<file path="config.mk">
export PLATFORM = sky130hd
export DESIGN_NAME = gbf_dbuf_loader_flat
export DESIGN_NICKNAME = d
export VERILOG_FILES = /design/src/rtl/gbf_pkg.sv /design/src/rtl/gbf_dbuf_loader_if.sv /design/src/rtl/gbf_port_driver.sv /design/src/rtl/gbf_dbuf_loader.sv /design/src/flat_wrapper.sv
export SDC_FILE = /design/constraint.sdc
export NUM_CORES = 1
export LEC_CHECK = 0
export ABC_AREA = 1
export CORE_AREA = 5 5 311 313
export CTS_CLUSTER_DIAMETER = 30
export DETAILED_ROUTE_END_ITERATION = 16
export DIE_AREA = 0 0 316 318
export PLACE_DENSITY = 0.55
export SYNTH_ARGS = -nofsm -noshare
export SYNTH_HDL_FRONTEND = slang
export SYNTH_SLANG_ARGS = --single-unit
</file>
<file path="constraint.sdc">
create_clock -name clk -period 2.3 [get_ports clk]
set_input_delay 0.46 -clock clk [delete_from_list [all_inputs] [get_ports clk]]
set_output_delay 0.46 -clock clk [all_outputs]
set_load 0.02 [all_outputs]
</file>
<file path="src/rtl/gbf_pkg.sv">
`default_nettype none
//==============================================================================
// Package : gbf_pkg
// Desc    : Shared GBF geometry defaults and loader state encoding.
// Rev     : 1.0 - initial release
//==============================================================================
package gbf_pkg;

    // Geometry defaults shared with the GBF wrappers
    localparam int GBF_DATA_BITWIDTH_DEF = 256;
    localparam int GBF_ADDR_BITWIDTH_DEF = 5;
    localparam int GBF_DEPTH_DEF         = 32;
    localparam int FILL_LINES_DEF        = 32;
    localparam int CNT_BITWIDTH_DEF      = 16;

    // Loader state encoding
    localparam logic [2:0] IDLE  = 3'd0;
    localparam logic [2:0] WAIT  = 3'd1;
    localparam logic [2:0] FILL1 = 3'd2;
    localparam logic [2:0] FILL2 = 3'd3;
    localparam logic [2:0] DONE  = 3'd4;

    typedef enum logic [2:0] {
        ST_IDLE  = IDLE,
        ST_WAIT  = WAIT,
        ST_FILL1 = FILL1,
        ST_FILL2 = FILL2,
        ST_DONE  = DONE
    } state_t;

endpackage
`default_nettype wire

</file>
<file path="src/rtl/gbf_dbuf_loader_if.sv">
`default_nettype none
//==============================================================================
// Interface : gbf_dbuf_loader_if
// Desc      : Source line stream plus the two GBF port-a write buses.
//             master = loader side, slave = source / GBF side.
// Rev       : 1.0 - initial release
//==============================================================================
interface gbf_dbuf_loader_if
    import gbf_pkg::*;
#(
    parameter int GBF_DATA_BITWIDTH = GBF_DATA_BITWIDTH_DEF,
    parameter int GBF_ADDR_BITWIDTH = GBF_ADDR_BITWIDTH_DEF
);
    // Source stream
    logic                         src_valid;
    logic [GBF_DATA_BITWIDTH-1:0] src_data;
    logic                         src_ready;

    // buf1 write port a
    logic                         en1a;
    logic                         we1a;
    logic [GBF_ADDR_BITWIDTH-1:0] addr1a;
    logic [GBF_DATA_BITWIDTH-1:0] w_data1a;

    // buf2 write port a
    logic                         en2a;
    logic                         we2a;
    logic [GBF_ADDR_BITWIDTH-1:0] addr2a;
    logic [GBF_DATA_BITWIDTH-1:0] w_data2a;

    modport master (
        input  src_valid, src_data,
        output src_ready,
        output en1a, we1a, addr1a, w_data1a,
        output en2a, we2a, addr2a, w_data2a
    );

    modport slave (
        output src_valid, src_data,
        input  src_ready,
        input  en1a, we1a, addr1a, w_data1a,
        input  en2a, we2a, addr2a, w_data2a
    );

endinterface
`default_nettype wire

</file>
<file path="src/rtl/gbf_port_driver.sv">
`default_nettype none
//==============================================================================
// Module : gbf_port_driver
// Desc   : Registered write port for one GBF buffer, its full flag and the
//          rising-edge detector on the consumer's need_data request.
// Rev    : 1.0 - initial release
//==============================================================================
module gbf_port_driver
    import gbf_pkg::*;
#(
    parameter int GBF_DATA_BITWIDTH = GBF_DATA_BITWIDTH_DEF,
    parameter int GBF_ADDR_BITWIDTH = GBF_ADDR_BITWIDTH_DEF
) (
    input  logic                         clk,
    input  logic                         rst,
    input  logic                         i_wr,
    input  logic                         i_set_full,
    input  logic                         i_clear_full,
    input  logic [GBF_ADDR_BITWIDTH-1:0] i_addr,
    input  logic [GBF_DATA_BITWIDTH-1:0] i_data,
    input  logic                         i_need_data,
    output logic                         o_en,
    output logic                         o_we,
    output logic [GBF_ADDR_BITWIDTH-1:0] o_addr,
    output logic [GBF_DATA_BITWIDTH-1:0] o_data,
    output logic                         o_full
);

    logic                         en_q,   en_d;
    logic [GBF_ADDR_BITWIDTH-1:0] addr_q, addr_d;
    logic [GBF_DATA_BITWIDTH-1:0] data_q, data_d;
    logic                         full_q, full_d;
    logic                         need_q, need_d;
    logic                         w_need_rise;

    // Next-state: one-cycle write pulse, held addr/data, full flag with set priority
    always_comb begin
        en_d        = i_wr;
        addr_d      = addr_q;
        data_d      = data_q;
        full_d      = full_q;
        need_d      = i_need_data;
        w_need_rise = i_need_data & ~need_q;
        if (i_wr) begin
            addr_d = i_addr;
            data_d = i_data;
        end
        // A release edge arriving with the final write is dropped; an edge
        // on an empty buffer has nothing to clear.
        if (i_clear_full) begin
            full_d = 1'b0;
        end else if (i_set_full) begin
            full_d = 1'b1;
        end else if (w_need_rise) begin
            full_d = 1'b0;
        end
    end

    // Port and flag registers
    always_ff @(posedge clk) begin
        if (rst) begin
            en_q   <= 1'b0;
            addr_q <= '0;
            data_q <= '0;
            full_q <= 1'b0;
            need_q <= 1'b0;
        end else begin
            en_q   <= en_d;
            addr_q <= addr_d;
            data_q <= data_d;
            full_q <= full_d;
            need_q <= need_d;
        end
    end

    assign o_en   = en_q;
    assign o_we   = en_q;
    assign o_addr = addr_q;
    assign o_data = data_q;
    assign o_full = full_q;

endmodule
`default_nettype wire

</file>
<file path="src/rtl/gbf_dbuf_loader.sv">
`default_nettype none
//==============================================================================
// Module : gbf_dbuf_loader
// Desc   : Fills a GBF buf1/buf2 pair with fixed-size tiles from a
//          valid/ready line stream, in strict ping-pong order.
// Rev    : 1.0 - initial release
//==============================================================================
module gbf_dbuf_loader
    import gbf_pkg::*;
#(
    parameter int GBF_DATA_BITWIDTH = GBF_DATA_BITWIDTH_DEF,
    parameter int GBF_ADDR_BITWIDTH = GBF_ADDR_BITWIDTH_DEF,
    parameter int GBF_DEPTH         = GBF_DEPTH_DEF,
    parameter int FILL_LINES        = FILL_LINES_DEF,
    parameter int CNT_BITWIDTH      = CNT_BITWIDTH_DEF
) (
    input  logic                    clk,
    input  logic                    reset,
    input  logic                    start,
    input  logic [CNT_BITWIDTH-1:0] num_fills,
    input  logic                    need_data1,
    input  logic                    need_data2,
    output logic                    buf1_ready,
    output logic                    buf2_ready,
    output logic                    data_avail,
    output logic                    done,
    gbf_dbuf_loader_if.master       bus
);

    // Tile length kept inside the buffer so a bad override cannot overrun it
    localparam int C_FILL = (FILL_LINES < 1)         ? 1 :
                            (FILL_LINES > GBF_DEPTH) ? GBF_DEPTH : FILL_LINES;
    localparam logic [GBF_ADDR_BITWIDTH-1:0] C_LAST = GBF_ADDR_BITWIDTH'(C_FILL - 1);

    state_t                        state_q,      state_d;
    logic                          next_buf_q,   next_buf_d;   // 0 = buf1, 1 = buf2
    logic [GBF_ADDR_BITWIDTH-1:0]  count_q,      count_d;
    logic [CNT_BITWIDTH-1:0]       remaining_q,  remaining_d;
    logic                          data_avail_q, data_avail_d;

    logic w_src_ready;
    logic w_hs;
    logic w_last;
    logic w_job_start;
    logic w_wr1, w_wr2;
    logic w_full1, w_full2;

    // Handshake and per-buffer write qualifiers
    always_comb begin
        w_src_ready = (state_q == ST_FILL1) || (state_q == ST_FILL2);
        w_hs        = bus.src_valid & w_src_ready;
        w_last      = w_hs && (count_q == C_LAST);
        w_job_start = start && ((state_q == ST_IDLE) || (state_q == ST_DONE));
        w_wr1       = w_hs && (state_q == ST_FILL1);
        w_wr2       = w_hs && (state_q == ST_FILL2);
    end

    // FSM next-state and job bookkeeping
    always_comb begin
        state_d      = state_q;
        next_buf_d   = next_buf_q;
        count_d      = count_q;
        remaining_d  = remaining_q;
        data_avail_d = data_avail_q;
        case (state_q)
            ST_IDLE, ST_DONE: begin
                if (start) begin
                    remaining_d  = num_fills;
                    next_buf_d   = 1'b0;
                    data_avail_d = 1'b0;
                    state_d      = (num_fills == '0) ? ST_DONE : ST_WAIT;
                end
            end
            ST_WAIT: begin
                if (!next_buf_q && !w_full1) begin
                    state_d = ST_FILL1;
                    count_d = '0;
                end else if (next_buf_q && !w_full2) begin
                    state_d = ST_FILL2;
                    count_d = '0;
                end
            end
            ST_FILL1, ST_FILL2: begin
                if (w_hs) begin
                    count_d = count_q + 1'b1;
                    if (w_last) begin
                        remaining_d  = remaining_q - 1'b1;
                        next_buf_d   = ~next_buf_q;
                        data_avail_d = 1'b1;
                        state_d      = (remaining_q == CNT_BITWIDTH'(1)) ? ST_DONE : ST_WAIT;
                    end
                end
            end
            default: state_d = ST_IDLE;
        endcase
    end

    // FSM state register
    always_ff @(posedge clk) begin
        if (reset) begin
            state_q      <= ST_IDLE;
            next_buf_q   <= 1'b0;
            count_q      <= '0;
            remaining_q  <= '0;
            data_avail_q <= 1'b0;
        end else begin
            state_q      <= state_d;
            next_buf_q   <= next_buf_d;
            count_q      <= count_d;
            remaining_q  <= remaining_d;
            data_avail_q <= data_avail_d;
        end
    end

    gbf_port_driver #(
        .GBF_DATA_BITWIDTH (GBF_DATA_BITWIDTH),
        .GBF_ADDR_BITWIDTH (GBF_ADDR_BITWIDTH)
    ) u_buf1 (
        .clk          (clk),
        .rst          (reset),
        .i_wr         (w_wr1),
        .i_set_full   (w_wr1 & w_last),
        .i_clear_full (w_job_start),
        .i_addr       (count_q),
        .i_data       (bus.src_data),
        .i_need_data  (need_data1),
        .o_en         (bus.en1a),
        .o_we         (bus.we1a),
        .o_addr       (bus.addr1a),
        .o_data       (bus.w_data1a),
        .o_full       (w_full1)
    );

    gbf_port_driver #(
        .GBF_DATA_BITWIDTH (GBF_DATA_BITWIDTH),
        .GBF_ADDR_BITWIDTH (GBF_ADDR_BITWIDTH)
    ) u_buf2 (
        .clk          (clk),
        .rst          (reset),
        .i_wr         (w_wr2),
        .i_set_full   (w_wr2 & w_last),
        .i_clear_full (w_job_start),
        .i_addr       (count_q),
        .i_data       (bus.src_data),
        .i_need_data  (need_data2),
        .o_en         (bus.en2a),
        .o_we         (bus.we2a),
        .o_addr       (bus.addr2a),
        .o_data       (bus.w_data2a),
        .o_full       (w_full2)
    );

    assign bus.src_ready = w_src_ready;
    assign buf1_ready    = w_full1;
    assign buf2_ready    = w_full2;
    assign data_avail    = data_avail_q;
    assign done          = (state_q == ST_DONE);

endmodule
`default_nettype wire

</file>
<file path="src/flat_wrapper.sv">
// flat-port wrapper written by rule: the top's interface ports become plain ports
module gbf_dbuf_loader_flat import gbf_pkg::*;
#(
    parameter int GBF_DATA_BITWIDTH = GBF_DATA_BITWIDTH_DEF,
    parameter int GBF_ADDR_BITWIDTH = GBF_ADDR_BITWIDTH_DEF,
    parameter int GBF_DEPTH         = GBF_DEPTH_DEF,
    parameter int FILL_LINES        = FILL_LINES_DEF,
    parameter int CNT_BITWIDTH      = CNT_BITWIDTH_DEF
)
  (clk, reset, start, num_fills, need_data1, need_data2, buf1_ready, buf2_ready, data_avail, done, bus_src_valid, bus_src_data, bus_src_ready, bus_en1a, bus_we1a, bus_addr1a, bus_w_data1a, bus_en2a, bus_we2a, bus_addr2a, bus_w_data2a);
  gbf_dbuf_loader_if #(.GBF_DATA_BITWIDTH(GBF_DATA_BITWIDTH), .GBF_ADDR_BITWIDTH(GBF_ADDR_BITWIDTH)) bus_i ();
  input  logic clk;
  input  logic reset;
  input  logic start;
  input  logic [CNT_BITWIDTH-1:0] num_fills;
  input  logic need_data1;
  input  logic need_data2;
  output logic buf1_ready;
  output logic buf2_ready;
  output logic data_avail;
  output logic done;
  input wire logic [$bits(bus_i.src_valid)-1:0] bus_src_valid;
  input wire logic [$bits(bus_i.src_data)-1:0] bus_src_data;
  output wire logic [$bits(bus_i.src_ready)-1:0] bus_src_ready;
  output wire logic [$bits(bus_i.en1a)-1:0] bus_en1a;
  output wire logic [$bits(bus_i.we1a)-1:0] bus_we1a;
  output wire logic [$bits(bus_i.addr1a)-1:0] bus_addr1a;
  output wire logic [$bits(bus_i.w_data1a)-1:0] bus_w_data1a;
  output wire logic [$bits(bus_i.en2a)-1:0] bus_en2a;
  output wire logic [$bits(bus_i.we2a)-1:0] bus_we2a;
  output wire logic [$bits(bus_i.addr2a)-1:0] bus_addr2a;
  output wire logic [$bits(bus_i.w_data2a)-1:0] bus_w_data2a;
  assign bus_i.src_valid = bus_src_valid;
  assign bus_i.src_data = bus_src_data;
  assign bus_src_ready = bus_i.src_ready;
  assign bus_en1a = bus_i.en1a;
  assign bus_we1a = bus_i.we1a;
  assign bus_addr1a = bus_i.addr1a;
  assign bus_w_data1a = bus_i.w_data1a;
  assign bus_en2a = bus_i.en2a;
  assign bus_we2a = bus_i.we2a;
  assign bus_addr2a = bus_i.addr2a;
  assign bus_w_data2a = bus_i.w_data2a;
  gbf_dbuf_loader #(.GBF_DATA_BITWIDTH(GBF_DATA_BITWIDTH), .GBF_ADDR_BITWIDTH(GBF_ADDR_BITWIDTH), .GBF_DEPTH(GBF_DEPTH), .FILL_LINES(FILL_LINES), .CNT_BITWIDTH(CNT_BITWIDTH)) u_core (.clk(clk), .reset(reset), .start(start), .num_fills(num_fills), .need_data1(need_data1), .need_data2(need_data2), .buf1_ready(buf1_ready), .buf2_ready(buf2_ready), .data_avail(data_avail), .done(done), .bus(bus_i));
endmodule
</file>
Word-level counts from Yosys, hierarchy flattened. Index checks and enable logic that the tools add are counted.

$add $sub $neg: 2. Equality and inequality tests: 10. Multiplexer cells: 27. Bitwise operators: 8. Reduce and logical (&&, ||, !) cells: 23.

Operators by type and width (count): 16-bit two-way mux (3); 16-bit case mux with 2 select lines (1); 3-bit two-way mux (7); 16-bit by 1-bit == test with 1-bit output (second input constant) (1); 16-bit zero test (1); 16-bit by 1-bit subtractor with 16-bit output (second input constant) (1); 5-bit two-way mux (3); 5-bit case mux with 2 select lines (1); 1-bit two-way mux (9); 3-bit case mux with 3 select lines (1); 4-bit AND reduction (2); 2-bit nonzero test (4); 3-bit by 2-bit == test with 1-bit output (second input constant) (2); 1-bit logical AND (6); 2-bit OR reduction (3); 5-bit by 1-bit adder with 5-bit output (second input constant) (1); 1-bit AND (5); 5-bit == test (second input constant) (1); 2-bit by 1-bit inequality test with 1-bit output (second input constant) (2); 1-bit case mux with 2 select lines (2); 3-bit by 1-bit == test with 1-bit output (second input constant) (1); 3-bit == test (second input constant) (1); 1-bit zero test (3); 3-bit zero test (1); 5 further kinds (8).

Flip-flop bits (word level): 554. Output and inout port bits: 531.

Longest topological paths before layout.
Depth in word-level cells: 7. Mapped depth: 11. Gate-level depth less buffers: 11.

Modules after synthesis. A second synthesis with hierarchy kept.

Cells, all modules: 2572. Area total of the unflattened synthesis: 19977.9 um^2.

By module, submodules not included: gbf_port_driver (instances 2, cells each 1144, area an instance 9118.7 um^2, sequential area each 5285.1 um^2); gbf_dbuf_loader (instances 1, cells each 284, area an instance 1740.4 um^2, sequential area each 520.5 um^2).

Worst setup path before layout. No wires, ideal clock.

Path type: reg-to-reg. Start: register u_core.count_q[0]. End: register u_core.remaining_q[3]. Data arrival time: 1.517 ns. Data required time: 2.184 ns. Slack: 0.667 ns. Cell stages (with the launch flop): 11. Buffers on the path: 1. Cells stage by stage: dfxtp_1 -> ha_1 -> inv_1 -> nor3_1 -> ha_1 -> inv_1 -> o21ai_2 -> buf_2 -> nand2_1 -> o21ai_0 -> nor2_1.

Longest elaborated chain between the ends: 4.

RTL lines: start: declaration (RTL line gbf_dbuf_loader.sv:37) `logic [GBF_ADDR_BITWIDTH-1:0] count_q, count_d;`; start signal: assignment (RTL line gbf_dbuf_loader.sv:109) `count_q <= count_d;`; 5-bit == test (RTL line gbf_dbuf_loader.sv:52) `w_last = w_hs && (count_q == C_LAST);`; 1-bit logical AND (RTL line gbf_dbuf_loader.sv:52); 2-bit by 1-bit inequality test with 1-bit output (no line); 4-bit AND reduction (no line); end signal: assignment (RTL line gbf_dbuf_loader.sv:110) `remaining_q <= remaining_d;`; end: declaration (RTL line gbf_dbuf_loader.sv:38) `logic [CNT_BITWIDTH-1:0] remaining_q, remaining_d;`.

Every way passes these cells. A chain may end at the register's enable or synchronous reset.

Worst setup path after layout.
Start: register u_core.u_buf2.data_q[89], in the netlist u_core.u_buf2.o_data[89]. End: output port bus_w_data2a[89].

RTL lines: start: declaration (RTL line gbf_port_driver.sv:31) `logic [GBF_DATA_BITWIDTH-1:0] data_q, data_d;`; start signal: assignment (RTL line gbf_port_driver.sv:70) `data_q <= data_d;`; end: declaration (RTL line flat_wrapper.sv:32) `output wire logic [$bits(bus_i.w_data2a)-1:0] bus_w_data2a;`.

No word-level cell between the ends.

==> run_results.csv <==
group,metric,value,unit
setup_path,cpLargestDelayFamily,"buffers and inverters",
setup_path,endpoint_kind,"output pin",
placement,numPortBuffers,808,
yosys,syn_inst,2598,
drt,drtAntennaViolNets,0,
global_routing,grt_pass1_wl,137000,um
sta,fin_crit,2240,ps
final_layout,nFillCells,9632,
cts,clk_latency,730,ps
sta,setup_viol,0,
cts,h-tree-depth,4,
yosys,avgSynthCellArea,7.76,um2
die,die_x,316,um
sta,skew,38.3,ps
global_routing,grt_util_met3,7.33,%
sta,relSlewSlack,32.6,%
final_layout,drive_gt1_share,9.50,%
drt,num_vias,21100,
drt,drt_iter0_drc,1287,
yosys,synth.top_cell.area_share,55.0,%
setup_path,arrival,1780,ps
setup_path,cp_max_fo,2,
global_routing,grtUsageMet2,29.0,%
sta,hold_viol,0,
drt,drt_wl_total,92900,um
die,design.core.area,0.0940,mm2
global_routing,grt_max_degree,153,
setup_path,rr_startpoint,"u_core.count_q[1]",
drt,post-route-drc-count,0,
setup_path,cp_data_required_time,1840,ps
worst_hold_path,hp-class,"in2reg",
final_layout,seqCellArea,0.0111,mm2
setup_path,startpoint_type,"register",
sta,fmax,447,MHz
cts,cts_root_buffer,"clkbuf_16",
sta,max_slew.worst_pin.slew,1010,ps
power_and_ir_drop,peakVddDrop,0.00137,V
die,initial_core_util,21.5,%
worst_hold_path,hp-start,"reset",
global_routing,overflow,0,
final_layout,post-route-cell-area,0.0350,mm2
drt,wire_per_inst,19.3,um
setup_path,crit_type,"reg2out",
setup_path,critPathBufInv,1,
sta,finalSetupTns,0,ps
setup_path,crit_start,"u_core.u_buf2.o_data[89]",
yosys,synth-seq-area-share,55.0,%
placement,dpl.hpwl,64900,um
die,dieArea,0.100,mm2
status,status,"complete, no violations",
final_layout,layout.cells.most_common,"clkdlybuf4s50_1",
placement,globalplace.congestion,0.835,
yosys,yosysTopAreaCell,"dfxtp_1",
global_routing,grt_util_met1,20.7,%
yosys,yosys_register_bits,554,
die,pin_count,809,
die,rows,113,
cts,cts_hold_buf,0,
yosys,synthTopCellsByArea,"dfxtp_1, nor2_1, a21oi_1",
yosys,ys_warn_count,0,
setup_path,path_cells,"clkdlybuf4s50_1",
global_routing,grt_most_used_layer,"met2",
power_and_ir_drop,leakage,13.3,nW
power_and_ir_drop,cellPowerDensity,1170,mW/mm2
drt,viasPerCell,4.39,
global_routing,grt_pass1_vias,21300,
cts,cts_tree,"yes",
sta,finalCritPeriodShare,97.2,%
yosys,synth_area,0.0202,mm2
yosys,synthesis.nets,2880,
cts,cts_made_buffers,149,
job,cap_violations,0,
sta,rsz0062_at_grt,"false",
yosys,ys_types,29,
global_routing,grt_usage,17.7,%
cts,path_clk_slew,50,ps
drt,drt-pass1-iter-count,7,
setup_path,crit_path_top_delay_cell,"clkdlybuf4s50_1",
placement,dpl_cell_area,0.0298,mm2
global_routing,antenna_found_initial,11,
cts,clock-sinks,554,
cts,cts_buffer_depth,3,
setup_path,slowest_delay,670,ps
final_layout,num-nets-final,3701,
final_layout,multi_input_area,0.00797,mm2
die,die_y,318,um
final_layout,layout_common_cells,"clkdlybuf4s50_1, nor2_1, dfxtp_1",
final_layout,area_delta_synth_final,73.6,%
sta,slew_violations,0,
==> path summary, 6_finish.rpt <==
kind	endpoint	slack, ps	depth (start not counted)
hold / removal	u_core.u_buf2.o_data[180]	90	2
setup reg to reg	u_core.remaining_q[14]	370	10
hold reg to reg	u_core.u_buf2.o_data[30]	450	2
setup / recovery	bus_w_data2a[89]	60	1
==> area by class of cell <==
cell class | count | area share [%]
inverter | 34 | 0.407
clock buffer | 203 | 12.1
timing repair buffer | 883 | 25.8
sequential | 554 | 31.7
antenna | 7 | 0.0500
tap | 1265 | 4.52
clock inverter | 66 | 2.69
multi-input combinational | 1797 | 22.7
==> metal layers <==
layer	vias to the layer above	routed length, um
li1	10300	-
met1	9809	36800
met2	819	44200
met3	191	8940
met4	8	2960
met5	-	47
==> stage by stage <==
step / hold slack, ps / total power, mW / utilization, % / setup WS, ps / cells
2_1_floorplan: 439 / 15.8 / - / 667 / 2598
3_3_place_gp: 445 / 19.9 / 31.7 / 52.0 / 4533
3_5_place_dp: 451 / 19.9 / 31.7 / 32.2 / 4533
4_1_cts: 25.5 / 41.4 / 37.2 / 0.523 / 4802
5_1_grt: 47.4 / 42.7 / 37.2 / 1.88 / 4806
6_report: 91.7 / 41.0 / 37.2 / 64.0 / 4809
==> synthesized netlist by cell type, drive strengths merged <==
cell type  count
nand4          4
o31ai          1
nand3b         1
or2            2
xor2           2
a21oi        294
o21ai        285
dfxtp        554
ha             4
buf          114
clkbuf        99
nand2        356
inv           34
o211ai         1
nor2         567
nor3           2
nand3        276
nor3b          2
==> flip-flops by register name (all words and copies together), names as in the netlist <==
signal                flops
u_core.count_q            5
u_core.data_avail         1
u_core.next_buf_q         1
u_core.remaining_q       16
u_core.state_q            3
u_core.u_buf1.need_q      1
u_core.u_buf1.o_addr      5
u_core.u_buf1.o_data    256
u_core.u_buf1.o_en        1
u_core.u_buf1.o_full      1
u_core.u_buf2.need_q      1
u_core.u_buf2.o_addr      5
u_core.u_buf2.o_data    256
u_core.u_buf2.o_en        1
u_core.u_buf2.o_full      1
==> power breakdown <==
| group | internal (mW) | leakage, nW | switching [mW] |
|---|---|---|---|
| clock network | 14.9 | 2.53 | 6.34 |
| registers | 10.7 | 4.48 | 0.633 |
| logic | 3.18 | 6.32 | 5.24 |
| total | 28.8 | 13.3 | 12.2 |
==> cell families (layout without fill, tap and decap cells) <==
family | count (synthesis) | count (layout) | synth area share, %
AO/OA/AOI/OAI | 581 | 581 | 14.5
buffers and inverters | 247 | 1186 | 5.62
XOR/XNOR | 2 | 2 | 0.0869
adder cells (fa/ha/maj) | 4 | 4 | 0.248
other | 0 | 7 | 0
AND/OR/NAND/NOR | 1210 | 1210 | 24.6
flip-flops | 554 | 554 | 55.0
==> repair_timing <==
action	CTS	global route
gates cloned	0	0
setup buffers	0	0
resized for setup	24	5
endpoints found under the hold margin	0	0
endpoints found under the setup margin	19	4
pin swaps	0	0
(Power assumes the default switching activity.)
